`config.mk`:
```
export PLATFORM = sky130hd
export DESIGN_NAME = fetch
export DESIGN_NICKNAME = d
export VERILOG_FILES = /design/src/rtl/fetch_pkg.sv /design/src/rtl/fetch_pc_sel.sv /design/src/rtl/fetch.sv
export SDC_FILE = /design/constraint.sdc
export NUM_CORES = 1
export LEC_CHECK = 0
export ABC_AREA = 1
export CORE_UTILIZATION = 43
export CTS_CLUSTER_SIZE = 12
export DETAILED_ROUTE_END_ITERATION = 12
export PLACE_DENSITY = 0.92
export SETUP_SLACK_MARGIN = 0.05
export SLEW_MARGIN = 20
export SYNTH_ARGS = -nofsm -noshare
export SYNTH_HDL_FRONTEND = slang
export SYNTH_HIERARCHICAL = 1
export SYNTH_SLANG_ARGS = --single-unit
```
`constraint.sdc`:
```
create_clock -name clk -period 2.3 [get_ports clk]
set_clock_uncertainty 0.15 [all_clocks]
set_input_delay 0.46 -clock clk [delete_from_list [all_inputs] [get_ports clk]]
set_output_delay 0.46 -clock clk [all_outputs]
set_load 0.02 [all_outputs]
```
`src/rtl/fetch_pkg.sv`:
```
// Shared definitions for the instruction fetch stage: bus widths, NOP encoding,
// default reset PC and the next-PC source encoding.
package fetch_pkg;

    localparam int          IF_ID_BUS_W      = 64;
    localparam int          JBR_BUS_W        = 33;
    localparam int          EXC_BUS_W        = 33;
    localparam logic [31:0] INST_NOP         = 32'h0000_0000;
    localparam logic [31:0] DEFAULT_RESET_PC = 32'h0000_0000;

    typedef enum logic [1:0] {
        PC_SRC_SEQ  = 2'd0,
        PC_SRC_JBR  = 2'd1,
        PC_SRC_PEND = 2'd2,
        PC_SRC_EXC  = 2'd3
    } pc_src_e;

    // Sequential successor; wraps naturally at 32 bits.
    function automatic logic [31:0] pc_plus4(input logic [31:0] pc);
        return pc + 32'd4;
    endfunction

endpackage

```
`src/rtl/fetch_pc_sel.sv`:
```
// Next-PC priority mux: exception, then pending redirect, then taken jump/branch,
// then PC+4.
module fetch_pc_sel
    import fetch_pkg::*;
(
    input  logic [31:0] pc_i,
    input  logic        exc_valid_i,
    input  logic [31:0] exc_pc_i,
    input  logic        pend_valid_i,
    input  logic [31:0] pend_target_i,
    input  logic        jbr_taken_i,
    input  logic [31:0] jbr_target_i,
    output logic [31:0] next_pc_o,
    output pc_src_e     src_o
);

    // Priority selection of the next PC and the source it came from.
    always_comb begin
        next_pc_o = pc_plus4(pc_i);
        src_o     = PC_SRC_SEQ;
        if (exc_valid_i) begin
            next_pc_o = exc_pc_i;
            src_o     = PC_SRC_EXC;
        end else if (pend_valid_i) begin
            next_pc_o = pend_target_i;
            src_o     = PC_SRC_PEND;
        end else if (jbr_taken_i) begin
            next_pc_o = jbr_target_i;
            src_o     = PC_SRC_JBR;
        end else begin
            next_pc_o = pc_plus4(pc_i);
            src_o     = PC_SRC_SEQ;
        end
    end

endmodule

```
`src/rtl/fetch.sv`:
```
// Instruction fetch stage: PC register, fetch-complete flag and pending redirect.
// Optional FETCH_ADEF_EN adds the misaligned-fetch flag if_adef and NOP substitution.
module fetch
    import fetch_pkg::*;
#(
    parameter logic [31:0] RESET_PC = DEFAULT_RESET_PC
) (
    input  logic                   clk,
    input  logic                   reset,
    input  logic                   IF_valid,
    input  logic                   next_fetch,
    input  logic [31:0]            inst,
    input  logic [JBR_BUS_W-1:0]   jbr_bus,
    input  logic [EXC_BUS_W-1:0]   exc_bus,
    output logic [31:0]            inst_addr,
    output logic                   IF_over,
    output logic [IF_ID_BUS_W-1:0] IF_ID_bus,
    output logic [31:0]            IF_pc
`ifdef FETCH_ADEF_EN
    ,
    output logic                   if_adef
`endif
);

    logic [31:0] pc_q, pc_d;
    logic        if_over_q, if_over_d;
    logic        pend_valid_q, pend_valid_d;
    logic [31:0] pend_target_q, pend_target_d;

    logic        jbr_taken_s;
    logic [31:0] jbr_target_s;
    logic        exc_valid_s;
    logic [31:0] exc_pc_s;
    logic [31:0] next_pc_s;
    pc_src_e     src_s;
    logic        pc_load_s;
    logic [31:0] inst_field_s;

    assign jbr_taken_s  = jbr_bus[32];
    assign jbr_target_s = jbr_bus[31:0];
    assign exc_valid_s  = exc_bus[32];
    assign exc_pc_s     = exc_bus[31:0];

    fetch_pc_sel u_pc_sel (
        .pc_i          (pc_q),
        .exc_valid_i   (exc_valid_s),
        .exc_pc_i      (exc_pc_s),
        .pend_valid_i  (pend_valid_q),
        .pend_target_i (pend_target_q),
        .jbr_taken_i   (jbr_taken_s),
        .jbr_target_i  (jbr_target_s),
        .next_pc_o     (next_pc_s),
        .src_o         (src_s)
    );

    // Exceptions force a PC load even when the pipeline is stalled.
    assign pc_load_s = exc_valid_s | next_fetch;

    // Next-state for PC, fetch-complete flag and pending redirect.
    always_comb begin
        pc_d          = pc_q;
        if_over_d     = 1'b0;
        pend_valid_d  = pend_valid_q;
        pend_target_d = pend_target_q;

        if (pc_load_s) begin
            pc_d      = next_pc_s;
            if_over_d = 1'b0;
        end else begin
            pc_d      = pc_q;
            if_over_d = IF_valid;
        end

        // A redirect seen while stalled is remembered until the PC can move.
        if (exc_valid_s) begin
            pend_valid_d = 1'b0;
        end else if (jbr_taken_s && !next_fetch) begin
            pend_valid_d  = 1'b1;
            pend_target_d = jbr_target_s;
        end else if (next_fetch && (src_s == PC_SRC_PEND)) begin
            pend_valid_d = 1'b0;
        end else begin
            pend_valid_d = pend_valid_q;
        end
    end

    // State registers with synchronous reset.
    always_ff @(posedge clk) begin
        if (reset) begin
            pc_q          <= RESET_PC;
            if_over_q     <= 1'b0;
            pend_valid_q  <= 1'b0;
            pend_target_q <= 32'h0000_0000;
        end else begin
            pc_q          <= pc_d;
            if_over_q     <= if_over_d;
            pend_valid_q  <= pend_valid_d;
            pend_target_q <= pend_target_d;
        end
    end

`ifdef FETCH_ADEF_EN
    logic adef_s;
    assign adef_s       = if_over_q & (pc_q[1:0] != 2'b00);
    assign if_adef      = adef_s;
    assign inst_field_s = adef_s ? INST_NOP : inst;
`else
    assign inst_field_s = inst;
`endif

    assign inst_addr = pc_q;
    assign IF_pc     = pc_q;
    assign IF_over   = if_over_q;
    assign IF_ID_bus = {pc_q, inst_field_s};

endmodule
```
-- Yosys cells after proc, flatten, opt, wreduce, memory -nomap -nowiden
Index checks and enable logic that the tools add are counted.
- $add $sub $neg: 1
- equal/unequal tests: 1
- multiplexer cells: 8
- bitwise gates (word level): 2
- reduce and logical (&&, ||, !) cells: 7
- operators by type and width (operator ; number):
    $mux 32 ; 3
    $add 32x3->32 const B ; 1
    $mux 2 ; 2
    $reduce_or 2->1 ; 2
    $mux 1 ; 3
    $eq 2x2->1 const B ; 1
    $logic_and 1x1->1 ; 2
    $reduce_and 2->1 ; 1
    $reduce_bool 2->1 ; 1
    $logic_not 1->1 ; 1
    $not 1->1 ; 1
    $or 1x1->1 ; 1
- register bits: 66
- input bits: 102
- output and inout bits: 129

-- Longest topological paths before layout
- depth after elaboration: 7
- depth in mapped cells: 12
- mapped depth without buffers: 12

-- By module
Netlist, hierarchy kept.
- by module, submodules not included (module ; times used ; cells an instance ; area each (µm²) ; sequential area each (µm²)):
    fetch ; 1 ; 456 ; 3313.2 ; 1321.3
    fetch_pc_sel ; 1 ; 374 ; 1761.7 ; 0.0

-- Least setup slack after synthesis
Ideal clock, no wire load.
- path type: reg2reg
- from: register pc_q[2] (netlist: IF_pc[2])
- to: register pc_q[26] (netlist: IF_pc[26])
- arrival: 1707 ps
- required time: 2034 ps
- path slack: 327 ps
- stages on the path, launching flop included: 13
- path through: dfxtp_1 ha_1 nand2_1 nor2_4 nand2_2 nor2_4 nand2_1 xor2_1 nand2_1 nand2_1 nand2_1 o21ai_0 nor2_1
- word-level cells in the longest chain between the ends: 4
- RTL lines (element ; RTL line ; RTL):
    start, declared ; fetch.sv:25 ; logic [31:0] pc_q, pc_d;
    start signal, assigned ; fetch.sv:95 ; pc_q <= pc_d;
    $add 32x3->32 ; fetch_pkg.sv:20 ; return pc + 32'd4;
    $mux 32 ; fetch_pc_sel.sv:27 ; end else if (jbr_taken_i) begin
    $mux 32 ; fetch_pc_sel.sv:24 ; end else if (pend_valid_i) begin
    $mux 32 ; fetch_pc_sel.sv:21 ; if (exc_valid_i) begin
    via next_pc_s[26] ; fetch.sv:34 ; logic [31:0] next_pc_s;
The timed path passes the listed nets, and every way through them passes these cells.
A chain may end at the register's enable or synchronous reset.

-- Final worst setup path
- from: register pc_q[10] (netlist: IF_pc[10])
- to: output inst_addr[10]
- RTL lines (element ; RTL line ; RTL):
    end, declared ; fetch.sv:15 ; output logic [31:0] inst_addr,
No word-level cell between the ends.

==> results.md <==
* CP Max Fanout at 8
* Dpl ws at 195.8 ps
* Fillers at 1,038
* Port Buf Inserts at 166
* IO Pins at 231
* Clk_lat worst skew at 330 ps
* Setup repair bufs after CTS at 0
* Bufs on Longest Clock Path at 2
* Critical path arrival at 1560 ps
* Critical-path cell list: clkdlybuf4s50_1
* Fin nets at 990
* Final TNS setup at 0 ps
* Vias at 5,489
* Total grt overflow at 0
* Slowest CP cell: clkdlybuf4s50_1
* Root Driver: clkbuf_16
* RePlAce Congestion at 0.8706
* Total power at 3.696 mW
* Top delay family on crit path: buffers and inverters
* Hpwl dp at 10,300 um
* CTS resizes at 0
* Core area at 0.01147 sq mm
* Std cell rows at 39
* Htree depth at 3
* CP Data Required Time at 1690 ps
* Area delta synth->final at 27.12%
* Number of synthesized register bits at 66
* Final count of pins violating max slew at 0
* WL/cell at 14.48 um
* Syn nets at 933
* DR vias/cell at 5.303
* # clock sinks at 66
* Antenna Nets Post-Route at 0
* DR pass1 iterations at 5
* Max VDD drop at 0.3499 mV
* Initial Util at 44.26%
* Slowest stage delay, CP at 680 ps
* Post-synth EDFFs at 0
* Final min period at 2171 ps
* Critical Path End Type: primary output
* Syn_area_per_cell at 6.114 sq um
* Cell leakage power at 2.689 nW
* Post-synth ARST share at 0%
* Die ar. at 0.01224 sq mm
* Clock transition at the registers of the reported paths at 60 ps
* Post-Syn Area at 0.005075 sq mm
* CP Buf/Inv Count at 1
* CTS Buf Count at 9
* All-Layer GR Usage at 23.93%
* Seq/Total Area, Yosys at 26.04%
* YS warnings at 6
* Hold violation count in the final report at 0
* Crit Path Class: reg2out
* First-pass GRT wire length at 23,910 um
* Total Wirelength at 14,990 um
* Final worst slack at 128.6 ps
* Initial antenna violation count at 0
* Largest net degree at the start of global routing at 67
* Max-Cap Viols at 0
* Slew headroom at 66.78%
* DRC errors left at 0
* Die X at 110.6 um
* Min Hold Slack at 331.0 ps
* Synth unique cells at 32
* Syn Inst Count at 830
* Max frequency at 0.4605 GHz
* Fin crit share at 94.41%
* Vias in the first global route at 4,941
* Final number of setup-violating endpoints at 0
* Hold crit path type: reg2reg
* Status: complete, no violations
* Ys flop type: dfxtp_1
* DR iter-0 viols at 494
* Share of cells above drive strength 1 at 7.735%
* Ant diodes at 0
* CTS tree: done
* RSZ-0062 raised after global routing: no
* Die Ht at 110.6 um
* Hold Buf Count CTS at 0
* Slew of the pin with the lowest slew margin at 498.3 ps
* Startpoint Class: flip-flop
* PwrDens at 572.9 mW/mm^2
## path summary, 6_finish.rpt
path / startpoint / cells past startpoint / slack [ps] / to
worst max-delay path: IF_pc[10] / 1 / 130 / inst_addr[10]
worst min-delay path: pend_target_q[5] / 2 / 330 / pend_target_q[5]
worst max register to register: IF_pc[13] / 11 / 270 / IF_pc[24]
worst min register to register: pend_target_q[5] / 2 / 330 / pend_target_q[5]
## state kept, by name (all words and copies together), names as in the netlist
signal	count
pend_target_q	32
IF_over	1
IF_pc	32
pend_valid_q	1
## cells by family (layout without fill, tap and decap cells)
family	Yosys count	in the layout	synth area share, %
flops	66	66	26.04
fa+ha+maj	1	1	0.2465
simple gates	418	418	34.91
compound gates	140	140	15.24
xor+xnor	4	4	0.6905
buf+inv	201	263	22.88
## routing by layer
| metal | GRT usage [%] | wire length (um) | vias to the layer above |
|---|---|---|---|
| li1 | - | - | 2664 |
| met2 | 39.30 | 6907 | 337 |
| met1 | 29.60 | 6120 | 2430 |
| met5 | 0 | 0 | - |
| met3 | 5.818 | 1396 | 58 |
| met4 | 10.58 | 565 | 0 |
## synthesized netlist by cell type (5+ instances only)
master	instances	share of area, %
nor2_1	192	14
nand2_1	135	10
buf_4	99	15
a21oi_1	73	7.2
dfxtp_1	66	26
nand3_1	62	6.1
inv_1	58	4.3
o21ai_0	43	4.2
buf_2	22	2.2
clkbuf_1	16	1.2
a221oi_1	8	1.4
nor2_2	7	0.86
nor2_4	7	1.6
nand2_2	5	0.62
or2_2	5	0.62
## power by group
part,internal (mW),switching [mW]
Clock,0.748,0.516
Sequential,1.23,0.121
Combinational,0.517,0.569
Total,2.49,1.21
## metrics by stage
stage	util [%]	instances	cell area, sq um
after global routing	56.26	1035	6451
after CTS	56.25	1035	6450
after global placement	53.88	1019	6178
after detailed placement	53.88	1019	6178
final	56.26	1035	6451
after floorplan	-	830	5075
## cell usage in the layout (no fill, tap or decap), types with 4 or more instances in the layout
| cell | netlist | layout |
|---|---|---|
| dfxtp_1 | 66 | 65 |
| nor2_4 | 7 | 7 |
| buf_4 | 99 | 16 |
| nand3_1 | 62 | 62 |
| clkdlybuf4s50_1 | 0 | 165 |
| or2_2 | 5 | 5 |
| nand2_2 | 5 | 5 |
| nor2_2 | 7 | 7 |
| nand2_1 | 135 | 135 |
| nor2_1 | 192 | 192 |
| a221oi_1 | 8 | 8 |
| o21ai_0 | 43 | 43 |
| inv_1 | 58 | 58 |
| clkinv_2 | 0 | 5 |
| a21oi_1 | 73 | 73 |
| buf_12 | 0 | 4 |
| clkbuf_16 | 0 | 9 |
## area by class of cell
| class | instances | area, sq um | area share [%] |
|---|---|---|---|
| Clock buffer | 10 | 239.0 | 3.704 |
| Clock inverter | 6 | 32.53 | 0.5043 |
| Inverter | 61 | 229.0 | 3.549 |
| Multi-Input combinational cell | 563 | 2592 | 40.19 |
| Sequential cell | 66 | 1323 | 20.50 |
| Tap cell | 143 | 178.9 | 2.773 |
| Timing Repair Buffer | 186 | 1857 | 28.78 |
No activity file was read; power rests on OpenSTA's default activity.
